## config.mk

```make
export PLATFORM = sky130hd
export DESIGN_NAME = rr_mux
export DESIGN_NICKNAME = d
export VERILOG_FILES = /design/src/rtl/rr_mux_pkg.sv /design/src/rtl/rr_arbiter.sv /design/src/rtl/rr_mux.sv
export SDC_FILE = /design/constraint.sdc
export NUM_CORES = 1
export LEC_CHECK = 0
export ABC_AREA = 0
export BUFFER_PORTS_ARGS = -buffer_cell sky130_fd_sc_hd__buf_4
export CORE_MARGIN = 2
export CORE_UTILIZATION = 45
export CTS_CLUSTER_SIZE = 10
export DETAILED_ROUTE_END_ITERATION = 16
export PLACE_DENSITY_LB_ADDON = 0.2
export SLEW_MARGIN = 40
export SYNTH_ARGS = -nofsm -noshare
export SYNTH_HDL_FRONTEND = slang
export SYNTH_HIERARCHICAL = 1
export SYNTH_SLANG_ARGS = --single-unit
```

## constraint.sdc

```tcl
create_clock -name clk -period 9.3 [get_ports clk]
set_input_delay 0.93 -clock clk [delete_from_list [all_inputs] [get_ports clk]]
set_output_delay 0.93 -clock clk [all_outputs]
set_load 0.1 [all_outputs]
```

## src/rtl/rr_mux_pkg.sv

```systemverilog
// Shared types and helpers for the round-robin mux and its arbiter.
// The packet-lock state type is only used when RR_MUX_PKT_LOCK_EN is defined.
package rr_mux_pkg;

  typedef enum logic {
    StIdle   = 1'b0,
    StLocked = 1'b1
  } lock_state_e;

  // Width of a channel index; a single channel still needs one bit.
  function automatic int unsigned sel_width(input int unsigned n);
    return (n > 1) ? $clog2(n) : 1;
  endfunction

endpackage

```

## src/rtl/rr_arbiter.sv

```systemverilog
// Round-robin grant: searches i_req upward from i_ptr with wrap-around and
// returns a one-hot grant plus the granted index.
module rr_arbiter
  import rr_mux_pkg::*;
#(
  parameter int unsigned N    = 4,
  parameter int unsigned SelW = sel_width(N)
) (
  input  logic [N-1:0]    i_req,
  input  logic [SelW-1:0] i_ptr,
  output logic [N-1:0]    o_gnt,
  output logic [SelW-1:0] o_idx,
  output logic            o_any
);

  logic [SelW-1:0] w_cand;

  always_comb begin
    o_gnt  = '0;
    o_idx  = '0;
    o_any  = 1'b0;
    w_cand = '0;
    // Walk from the farthest offset back to i_ptr so the nearest request wins.
    for (int off = int'(N) - 1; off >= 0; off--) begin
      w_cand = SelW'((32'(i_ptr) + 32'(off)) % N);
      if (i_req[w_cand]) begin
        o_gnt         = '0;
        o_gnt[w_cand] = 1'b1;
        o_idx         = w_cand;
        o_any         = 1'b1;
      end
    end
  end

endmodule

```

## src/rtl/rr_mux.sv

```systemverilog
// N-to-1 round-robin valid/ready mux with a registered output stage.
// Define RR_MUX_PKT_LOCK_EN to add in_last/out_last and hold the grant for a whole packet.
module rr_mux
  import rr_mux_pkg::*;
#(
  parameter int unsigned W = 32,
  parameter int unsigned N = 4
) (
  input  logic                  clk,
  input  logic                  rst,
  input  logic [N-1:0][W-1:0]   in_data,
  input  logic [N-1:0]          in_valid,
  output logic [N-1:0]          in_ready,
`ifdef RR_MUX_PKT_LOCK_EN
  input  logic [N-1:0]          in_last,
  output logic                  out_last,
`endif
  output logic [W-1:0]          out_data,
  output logic                  out_valid,
  input  logic                  out_ready,
  output logic [$clog2(N)-1:0]  out_sel
);

  localparam int unsigned SelW = sel_width(N);

  logic [N-1:0]    w_arb_gnt;
  logic [SelW-1:0] w_arb_idx;
  logic            w_arb_any;
  logic [N-1:0]    w_gnt;
  logic [SelW-1:0] w_idx;
  logic            w_any;
  logic            w_load;
  logic            w_xfer;
  logic [SelW-1:0] w_ptr_next;

  logic [SelW-1:0] r_ptr;
  logic [W-1:0]    r_out_data;
  logic [SelW-1:0] r_out_sel;
  logic            r_out_valid;

  rr_arbiter #(
    .N    (N),
    .SelW (SelW)
  ) u_arb (
    .i_req (in_valid),
    .i_ptr (r_ptr),
    .o_gnt (w_arb_gnt),
    .o_idx (w_arb_idx),
    .o_any (w_arb_any)
  );

`ifdef RR_MUX_PKT_LOCK_EN
  lock_state_e     r_state;
  lock_state_e     w_state_next;
  logic [SelW-1:0] r_lock_ch;
  logic [SelW-1:0] w_lock_ch_next;
  logic            r_out_last;

  // While locked the arbiter is bypassed; an idle locked channel grants nobody.
  always_comb begin
    w_gnt = w_arb_gnt;
    w_idx = w_arb_idx;
    w_any = w_arb_any;
    if (r_state == StLocked) begin
      w_gnt            = '0;
      w_gnt[r_lock_ch] = in_valid[r_lock_ch];
      w_idx            = r_lock_ch;
      w_any            = in_valid[r_lock_ch];
    end
  end

  always_comb begin
    w_state_next   = r_state;
    w_lock_ch_next = r_lock_ch;
    if (w_xfer) begin
      case (r_state)
        StIdle: begin
          if (!in_last[w_idx]) begin
            w_state_next   = StLocked;
            w_lock_ch_next = w_idx;
          end
        end
        StLocked: begin
          if (in_last[w_idx]) w_state_next = StIdle;
        end
        default: w_state_next = StIdle;
      endcase
    end
  end

  always_ff @(posedge clk) begin
    if (rst) begin
      r_state    <= StIdle;
      r_lock_ch  <= '0;
      r_out_last <= 1'b0;
    end else begin
      r_state   <= w_state_next;
      r_lock_ch <= w_lock_ch_next;
      if (w_xfer) r_out_last <= in_last[w_idx];
    end
  end

  assign out_last = r_out_last;
`else
  assign w_gnt = w_arb_gnt;
  assign w_idx = w_arb_idx;
  assign w_any = w_arb_any;
`endif

  assign w_load     = !r_out_valid || out_ready;
  assign w_xfer     = w_any && w_load && !rst;
  assign in_ready   = (w_load && !rst) ? w_gnt : '0;
  assign w_ptr_next = (w_idx == SelW'(N - 1)) ? '0 : w_idx + 1'b1;

  always_ff @(posedge clk) begin
    if (rst) begin
      r_ptr       <= '0;
      r_out_data  <= '0;
      r_out_sel   <= '0;
      r_out_valid <= 1'b0;
    end else if (w_xfer) begin
      r_ptr       <= w_ptr_next;
      r_out_data  <= in_data[w_idx];
      r_out_sel   <= w_idx;
      r_out_valid <= 1'b1;
    end else if (out_ready) begin
      r_out_valid <= 1'b0;
    end
  end

  assign out_data  = r_out_data;
  assign out_sel   = r_out_sel;
  assign out_valid = r_out_valid;

endmodule

```

==> results.txt <==
count of flip-flops with a built-in enable after synthesis - 0
number of hold violations in the final report - 0
number of nets with antenna violations after detailed routing - 0
ant diodes - 0
die area - 7050 um2
flip-flop cell with the highest count after synthesis - sky130_fd_sc_hd__dfxtp_1
# IOs - 174
Resized Gates After CTS - 0
placed wire-length estimate after detailed placement - 6250 um
clk buf depth - 2
post-route standard cell area excluding fillers - 4240 um2
worst slew slack as a fraction of its limit - 52.2%
FF-to-FF path depth - 9
cell area after synthesis - 2880 um2
Die X-Extent - 83.9 um
overall via count from detail_route - 2960
Worst Max-Slew Pin Slew - 0.715 ns
core outline area - 6280 um2
xor and xnor area share after synthesis - 0%
Worst R2R Start - r_ptr[0]
outcome - completed
post-synthesis simple-gate area fraction - 17.9%
RD Place Congestion - 0.787
fraction of final layout cells sized beyond drive strength 1 - 52.5%
largest vdd supply drop - 0.000193 V
Synth Warn # - 6
Post-Synth Adder-Cell Area - 3.92%
Rows - 29
Iteration-0 DRC Markers - 92
Critical Path Fanout Max - 17
placed cell count - 501
Worst Setup Path Type - reg2out
fill cell total of the finished layout - 544
Worst Hold Launch - out_data[6]
number of buffers created by CTS - 5
Area contributors post-synth - sky130_fd_sc_hd__dfxtp_1 (26%), sky130_fd_sc_hd__mux4_2 (23%), sky130_fd_sc_hd__o211ai_1 (9.1%)
number of buffers inserted to repair setup after CTS - 0
mux contribution to synthesized area - 29.3%
compound-cell area share of the yosys netlist - 14.2%
Worst-path clk slew - 0.07 ns
final clock period utilization by the worst path - 44.0%
sequential cell area fraction in the yosys report - 25.8%
count of buffers from port buffering - 173
nets in the synthesized netlist - 424
final worst path period need - 4.09 ns
area share of the largest cell type after synthesis - 25.8%
number of buffers inserted for hold repair after clock tree synthesis - 0
dominant combinational cell family by area after synthesis - multiplexers
number of cells on the worst hold path - 2
f_max - 245 MHz
wire length of the first global-routing pass - 13400 um
via count of the first global-routing pass - 2813
total negative setup slack - 0 ns
max-capacitance violation count - 0
#FFs+latches synth - 37
Pre-antenna DRT Iters - 5
average wire per standard cell - 16.2 um
Mean Syn Cell Area - 10.3 um2
final setup vio count - 0
number of H-tree levels - 2
relative area change from synthesis to final layout - 47.4%
Placed Area - 4120 um2
maximum number of pins on one net before global-route repair - 74
clock tree root driver cell - sky130_fd_sc_hd__clkbuf_8
classification of the worst-slack hold path - reg2reg
clk_skew - 0.00361 ns
total global routing overflow - 0
number of clock sinks seen by CTS - 37
Netlist cell types - 40
Non-Filler Instances - 509
required time at the worst-slack endpoint - 8.37 ns
endpoint kind of the worst setup timing path - output pin
overall power consumption - 0.000969 W
Critical Path Start - r_ptr[0]
total DRC errors in the routed layout - 0
PD cells - 229 nW/um2
TritonCTS clock tree - built
setup repair after global routing missed its margin - no
leakage dissipation - 1.97 nW
number of antenna violations at the first check in global routing - 0
top cell type by total area after synthesis - sky130_fd_sc_hd__dfxtp_1
sum of routed wire length over all layers - 8240 um
average via count per standard cell - 5.82
die height - 83.9 um
synthesized instance count - 280
startpoint kind of the worst setup timing path - register
Tot GR Track Use - 23.0%
clock network latency to the later pin of the worst-skew pair - 0.28 ns
initial core utilization - 45.8%
layout net count - 575
final number of max-transition violations - 0
Async S/R FF share, synth - 0%
critical path arrival - 3.16 ns
## path summary, 6_finish.rpt
| check | slack (ns) | end |
|---|---|---|
| setup / recovery | 5.21 | in_ready[2] |
| setup reg to reg | 5.96 | out_data[14] |
| hold / removal | 0.49 | out_data[6] |
| hold reg to reg | 0.49 | out_data[6] |
## critical path, stage by stage, from the launching register on
cell and delay [ns]:
sky130_fd_sc_hd__dfxtp_1 0.73, sky130_fd_sc_hd__inv_1 0.26, sky130_fd_sc_hd__ha_1 0.52, sky130_fd_sc_hd__mux4_2 0.44
sky130_fd_sc_hd__nor2b_4 0.19, sky130_fd_sc_hd__a22oi_1 0.09, sky130_fd_sc_hd__a31oi_1 0.18, sky130_fd_sc_hd__and3_1 0.17
sky130_fd_sc_hd__buf_4 0.29
## registers in the layout, indices dropped and copies added, names as in the netlist
| register | count |
|---|---|
| out_data | 32 |
| out_sel | 2 |
| out_valid | 1 |
| r_ptr | 2 |
## kinds of logic (layout without fill, tap and decap cells)
group	after synthesis	count (layout)
and+or+nand+nor	97	97
adders and majority gates	9	9
muxes	38	38
buffers and inverters	41	193
DFF	37	37
AOI/OAI and AO/OA	58	58
## where the power goes
group	switching (W)	leakage, nW	internal, W
combinational	0.000392	1.60	0.000221
sequential	0.0000235	0.307	0.000190
clock	0.0000551	0.0585	0.0000874
total	0.000470	1.97	0.000499
## cells in the mapped netlist, types with 2 or more instances
master                     count
sky130_fd_sc_hd__o211ai_1     35
sky130_fd_sc_hd__buf_1         2
sky130_fd_sc_hd__a22oi_1       4
sky130_fd_sc_hd__mux4_1        4
sky130_fd_sc_hd__inv_2         2
sky130_fd_sc_hd__clkbuf_1     13
sky130_fd_sc_hd__nor2b_1       2
sky130_fd_sc_hd__a31oi_1       4
sky130_fd_sc_hd__ha_1          9
sky130_fd_sc_hd__nand2_1      34
sky130_fd_sc_hd__mux4_2       30
sky130_fd_sc_hd__a21oi_1       5
sky130_fd_sc_hd__buf_12        3
sky130_fd_sc_hd__nand4_1      37
sky130_fd_sc_hd__buf_6         4
sky130_fd_sc_hd__buf_2         9
sky130_fd_sc_hd__o21ai_0       6
sky130_fd_sc_hd__nand3_1       2
sky130_fd_sc_hd__dfxtp_1      37
sky130_fd_sc_hd__buf_4         3
sky130_fd_sc_hd__inv_1         5
sky130_fd_sc_hd__and3_1        4
sky130_fd_sc_hd__nor2_1        9
## per-stage QoR
step                      hold slack (ns)  setup WS [ns]  util [%]
after CTS                           0.494           5.24      67.5
after detailed placement            0.481           5.55      65.7
after floorplan                     0.561           5.57         -
final                               0.489           5.21      67.5
after global routing                0.511           4.96      67.5
after global placement              0.477           5.67      65.2
## routing by layer
layer,global-route usage (%),up-vias,routed length (um)
met5,0,-,0
li1,-,1415,-
met1,27.8,1404,3200
met4,4.99,0,146
met2,41.2,123,4290
met3,5.74,18,605
## cell usage in the layout, fill, tap and decap left out, types with 2 or more instances in the layout
master	Yosys	routed
sky130_fd_sc_hd__ha_1	9	9
sky130_fd_sc_hd__mux4_1	4	4
sky130_fd_sc_hd__clkbuf_8	0	6
sky130_fd_sc_hd__and3_1	4	4
sky130_fd_sc_hd__nor2_1	9	9
sky130_fd_sc_hd__mux4_2	30	30
sky130_fd_sc_hd__nand2_1	34	33
sky130_fd_sc_hd__dfxtp_1	37	37
sky130_fd_sc_hd__o21ai_0	6	6
sky130_fd_sc_hd__o211ai_1	35	35
sky130_fd_sc_hd__a21oi_1	5	4
sky130_fd_sc_hd__inv_1	5	5
sky130_fd_sc_hd__nand3_1	2	2
sky130_fd_sc_hd__buf_4	3	177
sky130_fd_sc_hd__nand4_1	37	37
sky130_fd_sc_hd__a31oi_1	4	4
sky130_fd_sc_hd__a22oi_1	4	4
## cell type report
| type | instances | area, um2 | share of cell area [%] |
|---|---|---|---|
| clock buffers | 7 | 86.3 | 2.04 |
| clock inverters | 1 | 30.0 | 0.708 |
| inverters | 7 | 28.8 | 0.679 |
| multi-input cells | 202 | 1900 | 44.8 |
| flip-flops and latches | 37 | 741 | 17.5 |
| well taps | 77 | 96.3 | 2.27 |
| repair buffers | 178 | 1360 | 32.0 |
(Power assumes the default switching activity.)
